### config.mk
export PLATFORM = sky130hd
export DESIGN_NAME = cs_seq
export DESIGN_NICKNAME = d
export VERILOG_FILES = /design/src/rtl/cs_pkg.sv /design/src/rtl/cs_seq_tmr.sv /design/src/rtl/cs_seq.sv
export SDC_FILE = /design/constraint.sdc
export NUM_CORES = 1
export LEC_CHECK = 0
export ABC_AREA = 1
export BUFFER_PORTS_ARGS = -buffer_cell sky130_fd_sc_hd__buf_2
export CORE_MARGIN = 5
export CORE_UTILIZATION = 35
export CTS_CLUSTER_DIAMETER = 120
export DETAILED_ROUTE_END_ITERATION = 8
export GPL_TIMING_DRIVEN = 0
export PLACE_DENSITY_LB_ADDON = 0.08
export SETUP_SLACK_MARGIN = 0.5
export SLEW_MARGIN = 5
export SYNTH_ARGS = -nofsm -noshare
export SYNTH_HDL_FRONTEND = slang
export SYNTH_SLANG_ARGS = --single-unit
### constraint.sdc
create_clock -name clk -period 2.02 [get_ports clk]
set_clock_uncertainty 0.15 [all_clocks]
set_input_delay 0.101 -clock clk [delete_from_list [all_inputs] [get_ports clk]]
set_output_delay 0.101 -clock clk [all_outputs]
set_load 0.02 [all_outputs]
### src/rtl/cs_pkg.sv
// Shared types and constants for the cs frame sequencer.
package cs_pkg;

    typedef enum logic [2:0] {
        ST_IDLE = 3'd0,
        ST_HOLD = 3'd1,
        ST_RUN  = 3'd2,
        ST_DONE = 3'd3,
        ST_ERR  = 3'd4
    } state_t;

    localparam logic [1:0] ERR_NONE = 2'b00;
    localparam logic [1:0] ERR_TMO  = 2'b01;
    localparam logic [1:0] ERR_EXT  = 2'b10;

    localparam int unsigned CS_NSTG_DEF = 4;

endpackage

### src/rtl/cs_seq_tmr.sv
// Per-stage watchdog: saturating up-counter, cleared on every stage entry.
module cs_seq_tmr #(
    parameter int unsigned TMO_W   = 16,
    parameter int unsigned TMO_CYC = 50000
) (
    input  logic clk,
    input  logic rst,
    input  logic clr,
    input  logic en,
    output logic hit
);

    if ((TMO_CYC >> TMO_W) != 0) begin : g_tmo_range
        $error("cs_seq_tmr: TMO_CYC does not fit in TMO_W bits");
    end

    localparam logic [TMO_W-1:0] TMO_LAST = TMO_W'(TMO_CYC - 1);

    logic [TMO_W-1:0] cnt_q;
    logic [TMO_W-1:0] cnt_d;

    always_comb begin
        cnt_d = cnt_q;
        if (clr) begin
            cnt_d = '0;
        end else if (en && (cnt_q != '1)) begin
            cnt_d = cnt_q + TMO_W'(1);
        end
    end

    always_ff @(posedge clk) begin
        if (rst) begin
            cnt_q <= '0;
        end else begin
            cnt_q <= cnt_d;
        end
    end

    // TMO_CYC == 0 disables the watchdog entirely.
    assign hit = en && (cnt_q == TMO_LAST) && (TMO_CYC != 0);

endmodule

### src/rtl/cs_seq.sv
// Frame sequencer: walks one frame through NSTG fs/fd stages with back-pressure,
// per-stage timeout, error abort and a completed-frame counter.
module cs_seq
    import cs_pkg::*;
#(
    parameter int unsigned NSTG    = CS_NSTG_DEF,
    parameter int unsigned NFULL   = 3,
    parameter int unsigned TMO_W   = 16,
    parameter int unsigned TMO_CYC = 50000,
    parameter int unsigned CNT_W   = 16
) (
    input  logic                    clk,
    input  logic                    rst,
    input  logic                    fs_in,
    output logic                    fd_out,
    input  logic [NFULL-1:0]        fifo_full,
    output logic [NSTG-1:0]         fs_stg,
    input  logic [NSTG-1:0]         fd_stg,
    input  logic                    err_in,
    input  logic                    err_clr,
    output logic                    busy,
    output logic [$clog2(NSTG)-1:0] cur_stg,
    output logic                    err_flag,
    output logic [1:0]              err_code,
    output logic [$clog2(NSTG)-1:0] err_stg,
    output logic [CNT_W-1:0]        frame_cnt,
    output logic [2:0]              state_dbg
);

    if (NSTG < 2 || NSTG > 16) begin : g_nstg_range
        $error("cs_seq: NSTG must be in 2..16");
    end

    localparam int unsigned SW = $clog2(NSTG);
    localparam logic [SW-1:0]   LAST = SW'(NSTG - 1);
    localparam logic [NSTG-1:0] STG0 = NSTG'(1);

    // Handshake: fs_stg[i] is a level held for the whole stage; the stage
    // finishes when fd_stg[i] is seen high while it is the current stage.
    state_t            state_q, state_d;
    logic [SW-1:0]     stg_q, stg_d;
    logic [NSTG-1:0]   fs_stg_q, fs_stg_d;
    logic              fd_out_q, fd_out_d;
    logic [CNT_W-1:0]  frame_cnt_q, frame_cnt_d;
    logic              err_flag_q, err_flag_d;
    logic [1:0]        err_code_q, err_code_d;
    logic [SW-1:0]     err_stg_q, err_stg_d;
    logic              busy_q, busy_d;
    logic [SW-1:0]     cur_stg_q, cur_stg_d;
    logic              tmr_clr, tmr_en, tmr_hit;

    cs_seq_tmr #(
        .TMO_W   (TMO_W),
        .TMO_CYC (TMO_CYC)
    ) u_tmr (
        .clk (clk),
        .rst (rst),
        .clr (tmr_clr),
        .en  (tmr_en),
        .hit (tmr_hit)
    );

    always_comb begin
        state_d     = state_q;
        stg_d       = stg_q;
        fs_stg_d    = fs_stg_q;
        fd_out_d    = fd_out_q;
        frame_cnt_d = frame_cnt_q;
        err_flag_d  = err_flag_q;
        err_code_d  = err_code_q;
        err_stg_d   = err_stg_q;
        tmr_clr     = 1'b1;
        tmr_en      = 1'b0;
        unique case (state_q)
            ST_IDLE: begin
                if (fs_in) begin
                    if (|fifo_full) begin
                        state_d = ST_HOLD;
                    end else begin
                        state_d  = ST_RUN;
                        stg_d    = '0;
                        fs_stg_d = STG0;
                    end
                end
            end
            ST_HOLD: begin
                if (!fs_in) begin
                    state_d = ST_IDLE;
                end else if (!(|fifo_full)) begin
                    state_d  = ST_RUN;
                    stg_d    = '0;
                    fs_stg_d = STG0;
                end
            end
            ST_RUN: begin
                tmr_clr = 1'b0;
                tmr_en  = 1'b1;
                // External error outranks a done in the same cycle, which in
                // turn outranks a timeout landing on that cycle.
                if (err_in) begin
                    state_d    = ST_ERR;
                    fs_stg_d   = '0;
                    err_flag_d = 1'b1;
                    err_code_d = ERR_EXT;
                    err_stg_d  = stg_q;
                end else if (fd_stg[stg_q]) begin
                    if (stg_q == LAST) begin
                        state_d     = ST_DONE;
                        fs_stg_d    = '0;
                        fd_out_d    = 1'b1;
                        frame_cnt_d = frame_cnt_q + CNT_W'(1);
                    end else begin
                        stg_d    = stg_q + SW'(1);
                        fs_stg_d = fs_stg_q << 1;
                        tmr_clr  = 1'b1;
                    end
                end else if (tmr_hit) begin
                    state_d    = ST_ERR;
                    fs_stg_d   = '0;
                    err_flag_d = 1'b1;
                    err_code_d = ERR_TMO;
                    err_stg_d  = stg_q;
                end
            end
            ST_DONE: begin
                if (!fs_in) begin
                    state_d  = ST_IDLE;
                    fd_out_d = 1'b0;
                end
            end
            ST_ERR: begin
                if (err_clr) begin
                    state_d    = ST_IDLE;
                    err_flag_d = 1'b0;
                    err_code_d = ERR_NONE;
                    err_stg_d  = '0;
                end
            end
            default: begin
                state_d  = ST_IDLE;
                fs_stg_d = '0;
                fd_out_d = 1'b0;
            end
        endcase
        busy_d    = (state_d == ST_HOLD) || (state_d == ST_RUN) || (state_d == ST_DONE);
        cur_stg_d = (state_d == ST_RUN) ? stg_d : '0;
    end

    always_ff @(posedge clk) begin
        if (rst) begin
            state_q     <= ST_IDLE;
            stg_q       <= '0;
            fs_stg_q    <= '0;
            fd_out_q    <= 1'b0;
            frame_cnt_q <= '0;
            err_flag_q  <= 1'b0;
            err_code_q  <= ERR_NONE;
            err_stg_q   <= '0;
            busy_q      <= 1'b0;
            cur_stg_q   <= '0;
        end else begin
            state_q     <= state_d;
            stg_q       <= stg_d;
            fs_stg_q    <= fs_stg_d;
            fd_out_q    <= fd_out_d;
            frame_cnt_q <= frame_cnt_d;
            err_flag_q  <= err_flag_d;
            err_code_q  <= err_code_d;
            err_stg_q   <= err_stg_d;
            busy_q      <= busy_d;
            cur_stg_q   <= cur_stg_d;
        end
    end

    assign fs_stg    = fs_stg_q;
    assign fd_out    = fd_out_q;
    assign frame_cnt = frame_cnt_q;
    assign err_flag  = err_flag_q;
    assign err_code  = err_code_q;
    assign err_stg   = err_stg_q;
    assign busy      = busy_q;
    assign cur_stg   = cur_stg_q;
    assign state_dbg = state_q;

endmodule

==> run metrics, run 1 <==
outcome completed; Final nets 510; worst path required time 2110 ps; die width 98.9 µm; total negative slack 0 ps; largest net degree at the start of global routing 16; RSZ-0062 raised after global routing yes; Slew @ Worst Pin 729 ps; hold depth 5; pre-CTS WS 293 ps; Syn Nets 431; area grow syn2layout 43.8%; Die ar. 9780 µm²; post-layout min period 1680 ps; clock slew at reported path FFs 100 ps; Power Total 1770 µW; HP Class in -> reg; max-cap viol count 0; critical path cell sequence ha_4 -> nand2_2 -> nor2_2 -> nand4_1 -> o21ai_4 -> buf_6 -> nand2_2 -> a21oi_2; Post-route DRC 0; site row count 32; Root Driver clkbuf_8; EDFF count, synth 0; TritonCTS Buffers 5; initial antenna violation count 0; post-synthesis sequential area ratio 36.2%; HPWL after DPL 5.38 mm; routed vias 2867; Top FF cell, synth dfxtp_1; Synth warnings 0; PnR worst setup slack 340 ps; starting DRC count in detailed routing 69; Final Cycle Share 83.1%; total track usage 15.4%; total leakage power 0.00162 µW; layout cells sized above 1 43.1%; Reg-to-Reg Start u_tmr.cnt_q[0]; Max-slew headroom 51.4%; Slew Limit Fails 0; most frequent CP cell nand2_2; n_diodes 0; Port Buffers 43; CP Launch Type flip-flop; asr flop ratio synth 0%; RD Place Congestion 0.911; vias per inst 4.79; flops & latches, synth 50; core area 7730 µm²; fmax 595 MHz; Pwr Density 445 nW/µm²; TritonCTS clock tree done; CP endpoint u_tmr.cnt_q[9]; insertion delay to the later sink of the worst-skew pair 310 ps; Worst Hold Slack 59.7 ps; Die H 98.9 µm; antenna viol nets, final 0; reg2reg setup slack 340 ps; CP Capture Type flip-flop; GR Overflow Total 0; initial core utilization 35.8%; R2R depth 8; Crit Path Class reg -> reg; drt wl/cell 13.2 µm; Slowest-stage cell, CP dfxtp_4; drt total wl 7.90 mm; critical path's largest stage delay 380 ps; final setup vio count 0; CTS Sinks 50; Synth cell types 29; Max VDD drop 243 µV; Critical Path Start u_tmr.cnt_q[0]; htree depth 2; commonest non-fill, non-tap cell in the layout nand2_1; critical path arrival 1770 ps; Post-Syn Area 2770 µm²; global-route wire length before repair 12.4 mm; reg2reg end u_tmr.cnt_q[9]; CP Max Fanout 5; post-synthesis area per instance 6.63 µm²; 1st-pass router iterations 4; most frequent cells in the layout 87 x nand2_1, 43 x nor2_1, 43 x buf_2; Final Hold Violating Endpoints 0; clock buffer depth 2; via count of the first global-routing pass 2675; num ports 44; Mapped Cells 417
sequential cells by signal (all words and copies together), names as in the netlist, 2 cells and up:
register	flops
u_tmr.cnt_q	16
stg_q	2
state_dbg	3
err_code	2
frame_cnt	16
cur_stg	2
fs_stg	4
err_stg	2
cell usage after synthesis (3+ instances only):
library cell | instances | area share (%)
buf_6 | 3 | 1.2
nor3_1 | 11 | 2.0
nor2_1 | 54 | 7.3
o21ai_0 | 9 | 1.6
nor2_2 | 4 | 0.90
nand3_1 | 27 | 4.9
a21oi_1 | 32 | 5.8
nand2_1 | 122 | 17
xor2_1 | 9 | 2.8
nor2_4 | 4 | 1.6
nand3_2 | 3 | 1.1
nand2_2 | 4 | 0.90
a21oi_2 | 8 | 2.5
dfxtp_1 | 50 | 36
clkbuf_1 | 3 | 0.41
inv_1 | 43 | 5.8
nand4_1 | 14 | 3.2
worst max-delay path: cells and delay by family (launching register included):
kind / cells / cell delay (ps)
AOI/OAI and AO/OA: 2 / 360
adders and majority gates: 1 / 150
buffers and inverters: 1 / 170
DFF: 1 / 380
and+or+nand+nor: 4 / 410
stage by stage:
| stage | utilization [%] | cells | instance area, µm² |
|---|---|---|---|
| 3_5_place_dp | 40.6 | 562 | 3140 |
| 3_3_place_gp | 40.6 | 562 | 3140 |
| 5_1_grt | 51.5 | 599 | 3980 |
| 6_report | 51.5 | 599 | 3980 |
| 4_1_cts | 46.7 | 589 | 3610 |
| 2_1_floorplan | - | 417 | 2790 |
how the worst min path moves through the flow:
stage	start	endpoint	slack, ps
after CTS	fd_stg[1]	stg_q[1]	40
after floorplan	rst	frame_cnt[8]	30
after detailed placement	rst	frame_cnt[8]	180
after global placement	rst	frame_cnt[8]	190
after global routing	rst	u_tmr.cnt_q[5]	90
final	fd_stg[1]	stg_q[1]	60
final cells by class:
type / instances / area, µm²
timing repair buffer: 72 / 487
clock inverter: 2 / 12.5
buffer: 8 / 85.1
multi-input combinational: 314 / 1980
fill: 789 / 3750
sequential: 50 / 1030
tap: 102 / 128
inverter: 45 / 175
clock buffer: 6 / 82.6
what timing repair did:
action / 4_1_cts / 5_1_grt
hold endpoints to repair: 3 / 0
setup buffers: 13 / 10
pin swaps: 24 / 31
setup endpoints to repair: 47 / 49
resized for setup: 64 / 89
gates cloned: 3 / 0
hold buffers: 3 / 0
layer usage:
| layer | GRT usage, % | wire (µm) | vias to the layer above |
|---|---|---|---|
| met2 | 25.9 | 3870 | 31 |
| met4 | 4.52 | 125 | 0 |
| met5 | 0 | 0 | - |
| li1 | - | - | 1498 |
| met3 | 2.76 | 175 | 12 |
| met1 | 20.1 | 3730 | 1326 |
cell families (layout without fill, tap and decap cells):
| kind of cell | count (synthesis) | count (layout) | share of synthesized area (%) |
|---|---|---|---|
| AND/OR/NAND/NOR | 248 | 248 | 40.1 |
| AO/OA/AOI/OAI | 53 | 53 | 11.1 |
| buffers and inverters | 53 | 133 | 8.19 |
| flip-flops | 50 | 50 | 36.2 |
| XOR/XNOR | 11 | 11 | 3.48 |
| adder cells (fa/ha/maj) | 2 | 2 | 0.904 |
report_power, final:
group | leakage, µW | switching (µW) | total, µW | internal [µW]
clock | 0.0000472 | 362 | 638 | 277
combinational | 0.00116 | 85.7 | 141 | 55.1
sequential | 0.000412 | 5.78 | 993 | 987
No activity file was read; power rests on OpenSTA's default activity.
==> inputs of run 2 (changes only) <==
--- a/config.mk
+++ b/config.mk
@@ -5,7 +5,7 @@
 export SDC_FILE = /design/constraint.sdc
 export NUM_CORES = 1
 export LEC_CHECK = 0
-export ABC_AREA = 1
+export ABC_AREA = 0
 export BUFFER_PORTS_ARGS = -buffer_cell sky130_fd_sc_hd__buf_2
 export CORE_MARGIN = 5
 export CORE_UTILIZATION = 35
==> constraint.sdc (replaced) <==
create_clock -name clk -period 1.72 [get_ports clk]
set_clock_uncertainty 0.15 [all_clocks]
set_input_delay 0.086 -clock clk [delete_from_list [all_inputs] [get_ports clk]]
set_output_delay 0.086 -clock clk [all_outputs]
set_load 0.02 [all_outputs]
==> run 2 against run 1 <==
Net effect:
- the flow now finishes with violations (negative setup slack)
- sequential power rose by 17%
- critical path depth up 3
- synthesized cell count down 33%
- final area about the same
- flip-flop and latch count unchanged
- critical path type unchanged
- largest cell class unchanged
==> run metrics, run 2 <==
outcome finished with violations; failing checks negative setup slack; Post-route DRC 0; fillcell total 599; Max-slew headroom 62.4%; Port Buffers 43; 1st-pass router iterations 4; GR Overflow Total 0; antenna viol nets, final 0; Die H 92.1 µm; htree depth 2; CP Max Fanout 8; Pwr Density 587 nW/µm²; combinational share of power 9.0%; DP Cell Count 403; HPWL after DPL 4.31 mm; Synth cell types 46; Power Total 2340 µW; Slowest-stage cell, CP dfxtp_4; critical path's largest stage delay 350 ps; total leakage power 0.00154 µW; Crit Path Class reg -> reg; area grow syn2layout 68.6%; Final Hold Violating Endpoints 0; max-cap viol count 0; Critical Path Start state_dbg[0]; routed vias 2402; layout cells sized above 1 51.8%; CP endpoint frame_cnt[10]; Reg-to-Reg Start state_dbg[0]; drt total wl 7.18 mm; Switching Power 513 µW; die width 92.1 µm; vias per inst 5.13; post-layout min period 2350 ps; clock buffer depth 2; CTS Sinks 50; TritonCTS Buffers 5; CP Launch Type flip-flop; n_diodes 0; clock slew at reported path FFs 100 ps; Area contributors post-synth dfxtp_1 42%, xnor2_1 5.9%, nor2_1 4.5%; Min-Delay Startpoint rst; most numerous cell in the Yosys netlist dfxtp_1; Final Cycle Share 137%; post-synth top area share 42.4%; EDFF count, synth 0; starting DRC count in detailed routing 68; Commonest cells post-synth 50 x dfxtp_1, 28 x nor2_1, 20 x a21oi_1, 20 x nand2_1, 16 x xnor2_1; Mapped Cells 280; initial antenna violation count 0; insertion delay to the later sink of the worst-skew pair 300 ps; critical path arrival 2440 ps; Top FF cell, synth dfxtp_1; Slew @ Worst Pin 564 ps; CP Capture Type flip-flop; Layout Cells excl Fill 468; area of the multi-input gates 1780 µm²; power share of the clock group 41.4%; total track usage 16.7%; via count of the first global-routing pass 2323; global-route wire length before repair 11.4 mm; most frequent CP cell buf_6; HP Class in -> reg; num ports 44; asr flop ratio synth 0%; Die ar. 8490 µm²; site row count 30; largest net degree at the start of global routing 16; Pint 1820 µW; Root Driver clkbuf_8; Slew Limit Fails 0; largest area contributor in the netlist dfxtp_1; post-synthesis sequential area ratio 42.4%; post-synthesis area per instance 8.43 µm²; most frequent cells in the layout 42 x buf_2, 39 x dfxtp_1, 30 x buf_4; Reg area 1030 µm²; Syn Nets 294; final setup vio count 49; worst path required time 1810 ps; commonest non-fill, non-tap cell in the layout buf_2; reg2reg end frame_cnt[10]; drt wl/cell 15.3 µm; PnR worst setup slack -631 ps; fmax 425 MHz; Synth warnings 0; RD Place Congestion 0.762; switching fraction of total power 22.0%; R2R depth 11; Post-Syn Area 2360 µm²; reg2reg setup slack -630 ps; flops & latches, synth 50; Final nets 401; TritonCTS clock tree done; core area 6680 µm²; Max VDD drop 347 µV; critical path cell sequence buf_6 -> buf_6 -> buf_6 -> buf_6 -> buf_6 -> nor4b_4 -> buf_4 -> nand4_1 -> buf_6 -> or3_1 -> a21oi_1; RSZ-0062 raised after global routing yes; initial core utilization 35.3%; Seq pwr share 49.6%
## run 2: cell types whose count changed after synthesis, sizes merged, moves of 5 or more
cell / before / now
nor2b: 0 / 5
nand2b: 0 / 8
nand4: 14 / 9
nor4: 0 / 5
nor2: 62 / 28
inv: 45 / 11
a211oi: 0 / 6
xor2: 9 / 3
a21oi: 40 / 20
clkbuf: 3 / 11
nand3: 30 / 10
nand2: 128 / 20
xnor2: 2 / 16
or3: 0 / 9
## run 2: logic make-up (layout without fill, tap and decap cells)
logic type,count (synthesis),after routing,share of synthesized area [%]
compound gates,59,59,14.9
buf+inv,24,132,4.19
xor+xnor,19,19,7.05
simple gates,122,122,28.1
fa+ha+maj,2,2,1.06
mux,4,4,2.28
flops,50,50,42.4
## run 2: final cells by class
class / instances / share of cell area (%)
Multi-Input combinational cell: 206 / 44.6
Sequential cell: 50 / 25.8
Timing Repair Buffer: 100 / 19.1
Buffer: 13 / 3.49
Clock buffer: 7 / 2.70
Tap cell: 80 / 2.51
Inverter: 11 / 1.04
Clock inverter: 1 / 0.754
## run 2: worst min-delay path by stage
| stage | to | cells after the start | slack, ps |
|---|---|---|---|
| 4_1_cts | fs_stg[2] | 3 | 20 |
| 3_5_place_dp | err_code[1] | 3 | 250 |
| 6_report | state_dbg[2] | 3 | 50 |
| 3_3_place_gp | state_dbg[2] | 3 | 250 |
| 5_1_grt | cur_stg[1] | 4 | 60 |
| 2_1_floorplan | err_code[1] | 2 | 70 |
## run 2: stage by stage
stage	setup WS (ps)	setup TNS [ps]	hold slack, ps	area (µm²)	util, %
after floorplan	-604	-9160	72.0	2530	-
after detailed placement	-773	-17910	254	2840	42.5
after global routing	-711	-22990	58.6	3980	59.6
after CTS	-594	-16130	15.6	3630	54.4
final	-631	-19460	45.6	3980	59.6
after global placement	-774	-17610	248	2840	42.5
## run 2: timing repair
item                                   in CTS  in global routing
setup endpoints to repair                  50                 55
buffers inserted                           37                 16
pin swaps                                  42                 34
gates resized for setup                    67                 55
endpoints found under the hold margin       3                  0
hold buffers                                3                  0
gates cloned                                1                  0
## run 2: power groups by stage
stage	registers, µW	logic [µW]	clock network [µW]
2_1_floorplan	1200	60.0	0
3_3_place_gp	1190	111	0
3_5_place_dp	1190	111	0
4_1_cts	1160	174	993
5_1_grt	1160	222	1040
6_report	1160	209	968
## run 2: worst max-delay path: cells and delay by family, from the launching register on
family | cells | cell delay (ps)
compound gates | 1 | 140
buf+inv | 7 | 870
flops | 1 | 350
simple gates | 3 | 780
## run 2: routing by layer
| layer | track usage (%) | share of wire [%] | up-vias |
|---|---|---|---|
| li1 | - | - | 1211 |
| met1 | 21.5 | 44 | 1145 |
| met2 | 28.6 | 52 | 40 |
| met3 | 3.20 | 3.5 | 6 |
| met4 | 3.96 | 0.85 | 0 |
| met5 | 0 | 0 | - |
